**config.mk**
```make
export PLATFORM = sky130hd
export DESIGN_NAME = mult_arbiter_flat
export DESIGN_NICKNAME = d
export VERILOG_FILES = /design/src/rtl/mult_arbiter_pkg.sv /design/src/rtl/mult_arbiter_if.sv /design/src/rtl/mult_arbiter_mul.sv /design/src/rtl/mult_arbiter_rr.sv /design/src/rtl/mult_arbiter.sv /design/src/flat_wrapper.sv
export SDC_FILE = /design/constraint.sdc
export NUM_CORES = 1
export LEC_CHECK = 0
export ABC_AREA = 1
export CORE_MARGIN = 2
export CORE_UTILIZATION = 65
export CTS_CLUSTER_SIZE = 25
export DETAILED_ROUTE_END_ITERATION = 7
export DONT_BUFFER_PORTS = 1
export PLACE_DENSITY = 0.81
export RECOVER_POWER = 25
export SLEW_MARGIN = 10
export SYNTH_ARGS = -nofsm -noshare
export SYNTH_HDL_FRONTEND = slang
export SYNTH_SLANG_ARGS = --single-unit
export TNS_END_PERCENT = 100
```
**constraint.sdc**
```tcl
create_clock -name clk -period 9.1 [get_ports clk]
set_clock_uncertainty 0.1 [all_clocks]
set_input_delay 2.73 -clock clk [delete_from_list [all_inputs] [get_ports clk]]
set_output_delay 2.73 -clock clk [all_outputs]
set_load 0.02 [all_outputs]
```
**src/rtl/mult_arbiter_pkg.sv**
```systemverilog
// Shared types and helpers for the multiplier-sharing arbiter.
package mult_arb_pkg;

    typedef enum logic [1:0] {IDLE, CALC, HOLD} arb_state_t;

    localparam int CNT_W = 4;

    function automatic int id_w(input int n);
        return ($clog2(n) < 1) ? 1 : $clog2(n);
    endfunction

endpackage

```
**src/rtl/mult_arbiter_if.sv**
```systemverilog
// Requester and response handshake bundle for mult_arbiter.
interface mult_arbiter_if
    import mult_arb_pkg::*;
#(
    parameter int SIZE = 4,
    parameter int NREQ = 4
);
    localparam int IDW = id_w(NREQ);

    logic [NREQ-1:0]   req_valid;
    logic [NREQ-1:0]   req_ready;
    logic [SIZE-1:0]   req_x [NREQ];
    logic [SIZE-1:0]   req_y [NREQ];
    logic              resp_valid;
    logic              resp_ready;
    logic [IDW-1:0]    resp_id;
    logic [2*SIZE-1:0] resp_p;

    modport master (
        output req_valid, req_x, req_y, resp_ready,
        input  req_ready, resp_valid, resp_id, resp_p
    );

    modport slave (
        input  req_valid, req_x, req_y, resp_ready,
        output req_ready, resp_valid, resp_id, resp_p
    );
endinterface

```
**src/rtl/mult_arbiter_mul.sv**
```systemverilog
// Unsigned shift-add array multiplier; purely combinational, full-width product.
module multiplier #(
    parameter int SIZE = 4
) (
    input  logic [SIZE-1:0]   x,
    input  logic [SIZE-1:0]   y,
    output logic [2*SIZE-1:0] p
);
    logic [2*SIZE-1:0] x_ext;
    logic [2*SIZE-1:0] acc;

    always_comb begin
        x_ext = {{SIZE{1'b0}}, x};
        acc   = '0;
        for (int i = 0; i < SIZE; i++) begin
            if (y[i]) acc = acc + (x_ext << i);
        end
        p = acc;
    end
endmodule

```
**src/rtl/mult_arbiter_rr.sv**
```systemverilog
// Combinational round-robin picker: first set request at or above ptr, wrapping.
module rr_arbiter
    import mult_arb_pkg::*;
#(
    parameter int NREQ = 4,
    localparam int IDW = id_w(NREQ)
) (
    input  logic [NREQ-1:0] req,
    input  logic [IDW-1:0]  ptr,
    input  logic            en,
    output logic [NREQ-1:0] gnt,
    output logic [IDW-1:0]  gnt_id
);
    logic           found;
    logic [IDW-1:0] idx;

    always_comb begin
        gnt    = '0;
        gnt_id = '0;
        found  = 1'b0;
        idx    = '0;
        for (int i = 0; i < NREQ; i++) begin
            idx = IDW'((int'(ptr) + i) % NREQ);
            if (en && !found && req[idx]) begin
                found    = 1'b1;
                gnt[idx] = 1'b1;
                gnt_id   = idx;
            end
        end
    end
endmodule

```
**src/rtl/mult_arbiter.sv**
```systemverilog
// Shares one combinational multiplier between NREQ requesters with round-robin
// grant, a programmable settle delay and a registered valid/ready response.
module mult_arbiter
    import mult_arb_pkg::*;
#(
    parameter int SIZE   = 4,
    parameter int NREQ   = 4,
    parameter int SETTLE = 2
) (
    input logic          clk,
    input logic          reset,
    mult_arbiter_if.slave bus
);
    // state | meaning
    // IDLE  | arbitrate; grant is combinational, accept captures operands
    // CALC  | operands held, counting down settle cycles for the array
    // HOLD  | product registered, waiting for resp_ready
    localparam int IDW = id_w(NREQ);

    arb_state_t        state_q, state_d;
    logic [CNT_W-1:0]  cnt_q, cnt_d;
    logic [IDW-1:0]    rr_ptr_q, rr_ptr_d;
    logic [IDW-1:0]    cur_id_q, cur_id_d;
    logic [SIZE-1:0]   op_x_q, op_x_d;
    logic [SIZE-1:0]   op_y_q, op_y_d;
    logic [2*SIZE-1:0] resp_p_q, resp_p_d;
    logic [IDW-1:0]    resp_id_q, resp_id_d;
    logic              resp_valid_q, resp_valid_d;

    logic [NREQ-1:0]   gnt;
    logic [IDW-1:0]    gnt_id;
    logic [2*SIZE-1:0] prod;

    // Grant is suppressed during reset so req_ready reads low while it is held.
    rr_arbiter #(.NREQ(NREQ)) u_rr (
        .req    (bus.req_valid),
        .ptr    (rr_ptr_q),
        .en     ((state_q == IDLE) && !reset),
        .gnt    (gnt),
        .gnt_id (gnt_id)
    );

    multiplier #(.SIZE(SIZE)) u_mul (
        .x (op_x_q),
        .y (op_y_q),
        .p (prod)
    );

    always_comb begin
        state_d      = state_q;
        cnt_d        = cnt_q;
        rr_ptr_d     = rr_ptr_q;
        cur_id_d     = cur_id_q;
        op_x_d       = op_x_q;
        op_y_d       = op_y_q;
        resp_p_d     = resp_p_q;
        resp_id_d    = resp_id_q;
        resp_valid_d = resp_valid_q;
        case (state_q)
            IDLE: begin
                if (|gnt) begin
                    op_x_d   = bus.req_x[gnt_id];
                    op_y_d   = bus.req_y[gnt_id];
                    cur_id_d = gnt_id;
                    cnt_d    = CNT_W'(SETTLE - 1);
                    state_d  = CALC;
                end
            end
            CALC: begin
                if (cnt_q != '0) begin
                    cnt_d = cnt_q - CNT_W'(1);
                end else begin
                    resp_p_d     = prod;
                    resp_id_d    = cur_id_q;
                    resp_valid_d = 1'b1;
                    state_d      = HOLD;
                end
            end
            HOLD: begin
                if (bus.resp_ready) begin
                    resp_valid_d = 1'b0;
                    rr_ptr_d     = (cur_id_q == IDW'(NREQ - 1)) ? '0 : cur_id_q + IDW'(1);
                    state_d      = IDLE;
                end
            end
            default: state_d = IDLE;
        endcase
    end

    always_ff @(posedge clk or posedge reset) begin
        if (reset) begin
            state_q      <= IDLE;
            cnt_q        <= '0;
            rr_ptr_q     <= '0;
            cur_id_q     <= '0;
            op_x_q       <= '0;
            op_y_q       <= '0;
            resp_p_q     <= '0;
            resp_id_q    <= '0;
            resp_valid_q <= 1'b0;
        end else begin
            state_q      <= state_d;
            cnt_q        <= cnt_d;
            rr_ptr_q     <= rr_ptr_d;
            cur_id_q     <= cur_id_d;
            op_x_q       <= op_x_d;
            op_y_q       <= op_y_d;
            resp_p_q     <= resp_p_d;
            resp_id_q    <= resp_id_d;
            resp_valid_q <= resp_valid_d;
        end
    end

    assign bus.req_ready  = gnt;
    assign bus.resp_valid = resp_valid_q;
    assign bus.resp_id    = resp_id_q;
    assign bus.resp_p     = resp_p_q;
endmodule
```
**src/flat_wrapper.sv**
```systemverilog
// flat-port wrapper written by rule: the top's interface ports become plain ports
module mult_arbiter_flat import mult_arb_pkg::*;
#(
    parameter int SIZE   = 4,
    parameter int NREQ   = 4,
    parameter int SETTLE = 2
)
  (clk, reset, bus_req_valid, bus_req_x, bus_req_y, bus_resp_ready, bus_req_ready, bus_resp_valid, bus_resp_id, bus_resp_p);
  mult_arbiter_if #(.SIZE(SIZE), .NREQ(NREQ)) bus_i ();
  input logic clk;
  input logic reset;
  input wire logic [$bits(bus_i.req_valid)-1:0] bus_req_valid;
  input wire logic [$bits(bus_i.req_x)-1:0] bus_req_x;
  input wire logic [$bits(bus_i.req_y)-1:0] bus_req_y;
  input wire logic [$bits(bus_i.resp_ready)-1:0] bus_resp_ready;
  output wire logic [$bits(bus_i.req_ready)-1:0] bus_req_ready;
  output wire logic [$bits(bus_i.resp_valid)-1:0] bus_resp_valid;
  output wire logic [$bits(bus_i.resp_id)-1:0] bus_resp_id;
  output wire logic [$bits(bus_i.resp_p)-1:0] bus_resp_p;
  assign bus_i.req_valid = bus_req_valid;
  assign bus_i.req_x = {>>{bus_req_x}};
  assign bus_i.req_y = {>>{bus_req_y}};
  assign bus_i.resp_ready = bus_resp_ready;
  assign bus_req_ready = bus_i.req_ready;
  assign bus_resp_valid = bus_i.resp_valid;
  assign bus_resp_id = bus_i.resp_id;
  assign bus_resp_p = bus_i.resp_p;
  mult_arbiter #(.SIZE(SIZE), .NREQ(NREQ), .SETTLE(SETTLE)) u_core (.clk(clk), .reset(reset), .bus(bus_i));
endmodule
```
==> impl_metrics.env, run 1 <==
export IMPL_syn_num_nets=440
export IMPL_antenna_found_initial=0
export IMPL_crit_arrival_ns=3.75
export IMPL_worst_endpoint_required_ns=6.27
export IMPL_drtPass1Iterations=4
export IMPL_grt_overflow=0
export IMPL_drive_gt1_share_pct=11.9
export IMPL_route_vias_total=2383
export IMPL_rows=23
export IMPL_nets=438
export IMPL_ant_nets=0
export IMPL_htreeDepth=2
export IMPL_drv_slew=0
export IMPL_grt_max_degree=30
export IMPL_die_y_um=67.6
export IMPL_grt_pass1_vias=2125
export IMPL_synth_top_area_cell="dfrtp_1"
export IMPL_die_width_um=67.6
export IMPL_hold_class="register to register"
export IMPL_slowest_delay_ns=0.27
export IMPL_netlist_instances=379
export IMPL_root_buffer="clkbuf_8"
export IMPL_port_buffers=0
export IMPL_post_cts_setup_buffers=0
export IMPL_clkSlewWorstSetupHoldPaths_ns=0.06
export IMPL_worst_slew_pin_slew_ns=1.09
export IMPL_start_util_pct=66.6
export IMPL_finalSetupViolCount=0
export IMPL_cp_top_family="simple AND/OR/NAND/NOR gates"
export IMPL_grt_usage_pct=26.5
export IMPL_status="complete, no violations"
export IMPL_p_per_area_nw_per_um2=393
export IMPL_max_cap_violations=0
export IMPL_cp_max_fo=11
export IMPL_rr_startpoint="u_core.op_x_q[1]$_DFFE_PP0P_"
export IMPL_die_area_um2=4560
export IMPL_syn_avg_cell_area_um2=6.93
export IMPL_gp_congestion=0.946
export IMPL_wirelength_mm=5.62
export IMPL_path_class="input port to output pin"
export IMPL_cts_resized_gates=0
export IMPL_reg2reg_slack_ns=5.04
export IMPL_hold_buffers=0
export IMPL_end_kind="output pin"
export IMPL_n_antenna_cell=0
export IMPL_rsz0062_at_grt="false"
export IMPL_min_period_over_period_pct=72.3
export IMPL_rr_worst_depth=17
export IMPL_yosys_top_cells_area="dfrtp_1 28%, nand2_1 16%, nand3_1 11%"
export IMPL_ys_seq_area_share_pct=27.6
export IMPL_path_buf_inv=0
export IMPL_drc_errors=0
export IMPL_io_pins=54
export IMPL_worstPathCellList="nand2_1 -> nand3_2 -> nand2_2 -> nand2_2 -> nor2_4 -> nand3_1 -> nand3_1"
export IMPL_hold_depth=1
export IMPL_tns_ns=0
export IMPL_ir_drop_mv=0.132
export IMPL_whs_ns=0.395
export IMPL_cts_tree="done"
export IMPL_layout_common_cells="115 x nand2_1, 56 x nand3_1, 52 x inv_1"
export IMPL_layout_commonest_cell="nand2_1"
export IMPL_max_clock_freq_ghz=0.152
export IMPL_worstHoldEndpoint="u_core.rr_ptr_q[0]$_DFFE_PP0P_"
export IMPL_clock_path_buffers=2
export IMPL_critPathLaunchType="input port"
export IMPL_wl_per_cell_um=13.2
export IMPL_min_from="u_core.cur_id_q[0]$_DFFE_PP0P_"
export IMPL_pre_cts_ws_ns=2.55
export IMPL_slew_headroom_pct=27.4
export IMPL_cts_sinks=29
export IMPL_yosysUniqueCellTypes=32
export IMPL_postLayoutCellArea_um2=2700
export IMPL_ys_ff_latch=29
export IMPL_ys_warnings_count=0
export IMPL_fin_ws_ns=2.52
export IMPL_core_um2=3940
export IMPL_grt_pass1_wl_mm=9.34
export IMPL_viasPerCell=5.58
export IMPL_cts_made_buffers=5
export IMPL_regToRegEndpoint="u_core.bus.resp_p[6]$_DFFE_PP0P_"
export IMPL_syn_to_final_growth_pct=2.67
export IMPL_dpl_hpwl_mm=4.25
export IMPL_placed_area_um2=2610
export IMPL_first_iter_violations=115
export IMPL_syn_area_um2=2630
export IMPL_yosys_area_top_type_share_pct=27.6
export IMPL_power_leakage_nw=1.49
export IMPL_critPathSlowestCell="nand3_1"
export IMPL_hold_violations=0
export IMPL_layout_min_cycle_time_ns=6.58
export IMPL_insertion_delay_ns=0.28
[layer usage]
layer	routed length, um	vias up	global-route usage, %
li1	-	1207	-
met1	2610	1103	34.4
met2	2660	66	45.6
met3	266	7	4.83
met4	84	0	5.87
met5	0	-	0
[stage by stage]
| stage | total power, mW | util [%] | instances |
|---|---|---|---|
| 6_report | 1.06 | 68.4 | 427 |
| 5_1_grt | 1.17 | 68.4 | 427 |
| 4_1_cts | 1.06 | 68.4 | 427 |
| 3_5_place_dp | 0.950 | 66.2 | 420 |
| 3_3_place_gp | 0.928 | 66.2 | 420 |
| 2_1_floorplan | 0.848 | - | 379 |
[layout make-up]
cell class              instances  area [um2]
flip-flops and latches         29         726
multi-input cells             285        1610
fillers                       346        1250
clock buffers                   7        86.3
well taps                      50        62.6
inverters                      56         215
[power by group]
part | total (mW) | internal, mW | switching [mW]
registers | 0.286 | 0.188 | 0.0983
clock network | 0.106 | 0.0598 | 0.0461
logic | 0.668 | 0.217 | 0.451
total | 1.06 | 0.465 | 0.595
[worst max path at each step]
stage | startpoint | cells past startpoint | end
final | bus_req_valid[3] | 7 | bus_req_ready[2]
after global routing | bus_req_valid[3] | 7 | bus_req_ready[2]
after floorplan | bus_req_valid[3] | 8 | bus_req_ready[2]
after CTS | bus_req_valid[3] | 7 | bus_req_ready[2]
after global placement | reset | 5 | bus_req_ready[2]
after detailed placement | bus_req_valid[3] | 7 | bus_req_ready[2]
[kinds of logic after synthesis]
| kind of cell | Yosys count | share of synthesized area (%) |
|---|---|---|
| buf+inv | 65 | 11.2 |
| fa+ha+maj | 22 | 11.3 |
| flops | 29 | 27.6 |
| xor+xnor | 6 | 2.00 |
| compound gates | 28 | 5.91 |
| simple gates | 229 | 41.9 |
[worst register-to-register path: stages, from the launching register on]
cell and delay [ns]:
dfrtp_1 0.51, nand2_1 0.11, inv_1 0.10, ha_1 0.19, inv_1 0.07, fa_1 0.45, o21ai_0 0.27, ha_1 0.24
inv_1 0.06, fa_1 0.41, xor2_1 0.16, o21ai_0 0.46, ha_1 0.33, nand3_1 0.08, nand3_1 0.08, xor2_1 0.14
o21ai_0 0.12, o21ai_0 0.08
[cells in the mapped netlist, drive strengths merged]
cell type	n
or2	1
o21ai	12
a31oi	1
nand3b	1
a211oi	1
inv	56
buf	8
dfrtp	29
nand4	6
xor2	3
fa	3
nor3	2
nor2	20
o31ai	3
xnor2	3
o22ai	1
ha	19
nor4	1
nand3	63
nand2	135
clkbuf	1
a21oi	9
o211ai	1
[state kept, by name (all words and copies together), names as in the netlist]
signal / flops
u_core.bus.resp_id: 2
u_core.cnt_q: 4
u_core.rr_ptr_q: 2
u_core.state_q: 2
u_core.op_x_q: 4
u_core.bus.resp_valid: 1
u_core.cur_id_q: 2
u_core.bus.resp_p: 8
u_core.op_y_q: 4
No activity file was read; power rests on OpenSTA's default activity.
==> inputs of run 2 (changes only) <==
CORE_UTILIZATION = 64   (was 65)
PLACE_DENSITY = 0.8   (was 0.81)
clock period = 6.8 ns   (was 9.1 ns; I/O delays follow)
==> run 2 against run 1 <==
Cell area down 0.14%; hold slack worse by 0.0053 ns; first-iteration DRC count up 37%; critical path depth unchanged; die area up 1.5%; sequential share of layout area about the same; combinational power up 34%; power up 33%; critical endpoint unchanged; highest routed layer unchanged.
==> impl_metrics.env, run 2 (synthesis results as in run 1) <==
export IMPL_wl_met1_mm=2.59
export IMPL_largest_register_ffs=8
export IMPL_layout_commonest_cell="nand2_1"
export IMPL_pre_cts_ws_ns=1.64
export IMPL_cp_max_fo=11
export IMPL_port_buffers=0
export IMPL_hold_buffers=0
export IMPL_fin_ws_ns=1.62
export IMPL_dpl_hpwl_mm=4.24
export IMPL_highest_layer="met4"
export IMPL_die_y_um=68.0
export IMPL_rr_worst_depth=17
export IMPL_cts_sinks=29
export IMPL_start_util_pct=66.1
export IMPL_worstPathCellList="nand2_1 -> nand3_2 -> nand2_2 -> nand2_2 -> nor2_4 -> nand3_1 -> nand3_1"
export IMPL_slew_headroom_pct=28.4
export IMPL_path_class="input port to output pin"
export IMPL_p_total_mw=1.41
export IMPL_cts_resized_gates=0
export IMPL_ant_nets=0
export IMPL_cts_tree="done"
export IMPL_critPathLaunchType="input port"
export IMPL_cp_top_family="simple AND/OR/NAND/NOR gates"
export IMPL_drc_errors=0
export IMPL_cts_made_buffers=5
export IMPL_antenna_found_initial=0
export IMPL_slowest_delay_ns=0.26
export IMPL_htreeDepth=2
export IMPL_min_from="u_core.cur_id_q[0]$_DFFE_PP0P_"
export IMPL_worst_endpoint_required_ns=4.66
export IMPL_reg2reg_slack_ns=2.80
export IMPL_end_kind="output pin"
export IMPL_crit_arrival_ns=3.04
export IMPL_layout_common_cells="115 x nand2_1, 56 x nand3_1, 52 x inv_1"
export IMPL_max_cap_violations=0
export IMPL_tns_ns=0
export IMPL_syn_to_final_growth_pct=2.53
export IMPL_wl_met2_mm=2.64
export IMPL_rows=23
export IMPL_first_iter_violations=158
export IMPL_worstHoldEndpoint="u_core.rr_ptr_q[0]$_DFFE_PP0P_"
export IMPL_max_clock_freq_ghz=0.193
export IMPL_p_per_area_nw_per_um2=524
export IMPL_hold_class="register to register"
export IMPL_clock_path_buffers=2
export IMPL_worst_slew_pin_slew_ns=1.07
export IMPL_grt_pass1_wl_mm=9.34
export IMPL_gp_congestion=0.858
export IMPL_drv_slew=0
export IMPL_wl_met3_um=286
export IMPL_finalSetupViolCount=0
export IMPL_grt_usage_pct=26.5
export IMPL_wl_per_cell_um=13.0
export IMPL_die_width_um=68.0
export IMPL_wirelength_mm=5.56
export IMPL_rsz0062_at_grt="false"
export IMPL_min_period_over_period_pct=76.1
export IMPL_power_leakage_nw=1.49
export IMPL_nets=438
export IMPL_postLayoutCellArea_um2=2690
export IMPL_drive_gt1_share_pct=12.2
export IMPL_n_antenna_cell=0
export IMPL_hold_depth=1
export IMPL_grt_max_degree=30
export IMPL_post_cts_setup_buffers=0
export IMPL_grt_overflow=0
export IMPL_route_vias_total=2370
export IMPL_drtPass1Iterations=4
export IMPL_insertion_delay_ns=0.28
export IMPL_grt_pass1_vias=2117
export IMPL_io_pins=54
export IMPL_ir_drop_mv=0.210
export IMPL_path_buf_inv=0
export IMPL_layout_min_cycle_time_ns=5.18
export IMPL_hold_violations=0
export IMPL_fill_cells=362
export IMPL_regToRegEndpoint="u_core.bus.resp_p[6]$_DFFE_PP0P_"
export IMPL_die_area_um2=4630
export IMPL_critPathSlowestCell="nand3_1"
export IMPL_placed_area_um2=2610
export IMPL_fin_util_pct=67.8
export IMPL_viasPerCell=5.54
export IMPL_rr_startpoint="u_core.op_x_q[1]$_DFFE_PP0P_"
export IMPL_status="complete, no violations"
export IMPL_seq_area_um2=726
export IMPL_clkSlewWorstSetupHoldPaths_ns=0.06
export IMPL_multi_input_area_um2=1610
export IMPL_core_um2=3970
export IMPL_root_buffer="clkbuf_8"
-- run 2: cell count changes in the layout (fill, tap and decap cells not counted) --
cell	previous run	this run
clkbuf_8	6	5
clkinv_2	0	2
-- run 2: metal layers --
layer | vias to the layer above | GRT usage [%]
met2 | 70 | 43.7
met4 | 0 | 7.00
met5 | - | 0
met3 | 5 | 4.93
met1 | 1091 | 35.7
li1 | 1204 | -
-- run 2: worst max path at each step --
| stage | cells after the start | endpoint | startpoint | slack [ns] |
|---|---|---|---|---|
| global placement | 7 | bus_req_ready[1] | bus_req_valid[3] | 1.68 |
| finish | 7 | bus_req_ready[2] | bus_req_valid[3] | 1.62 |
| global route | 7 | bus_req_ready[1] | bus_req_valid[3] | 1.50 |
| CTS | 7 | bus_req_ready[2] | bus_req_valid[3] | 1.64 |
| detailed placement | 7 | bus_req_ready[2] | bus_req_valid[3] | 1.64 |
| floorplan | 8 | bus_req_ready[2] | bus_req_valid[3] | 1.76 |
-- run 2: layout make-up --
class / instances / share of cell area (%)
clock buffers: 6 / 2.70
inverters: 56 / 8.00
clock inverters: 2 / 0.372
well taps: 50 / 2.32
multi-input cells: 285 / 59.6
flip-flops and latches: 29 / 27.0
-- run 2: power by group --
part / switching, mW / internal [mW] / leakage, nW / total (mW)
clock network: 0.0654 / 0.0707 / 0.0450 / 0.136
logic: 0.602 / 0.293 / 1.08 / 0.895
registers: 0.128 / 0.251 / 0.365 / 0.379
-- run 2: metrics by stage --
step	hold WS [ns]	std cells
2_1_floorplan	0.358	379
3_3_place_gp	0.374	420
3_5_place_dp	0.381	420
4_1_cts	0.390	428
6_report	0.390	428
5_1_grt	0.422	428
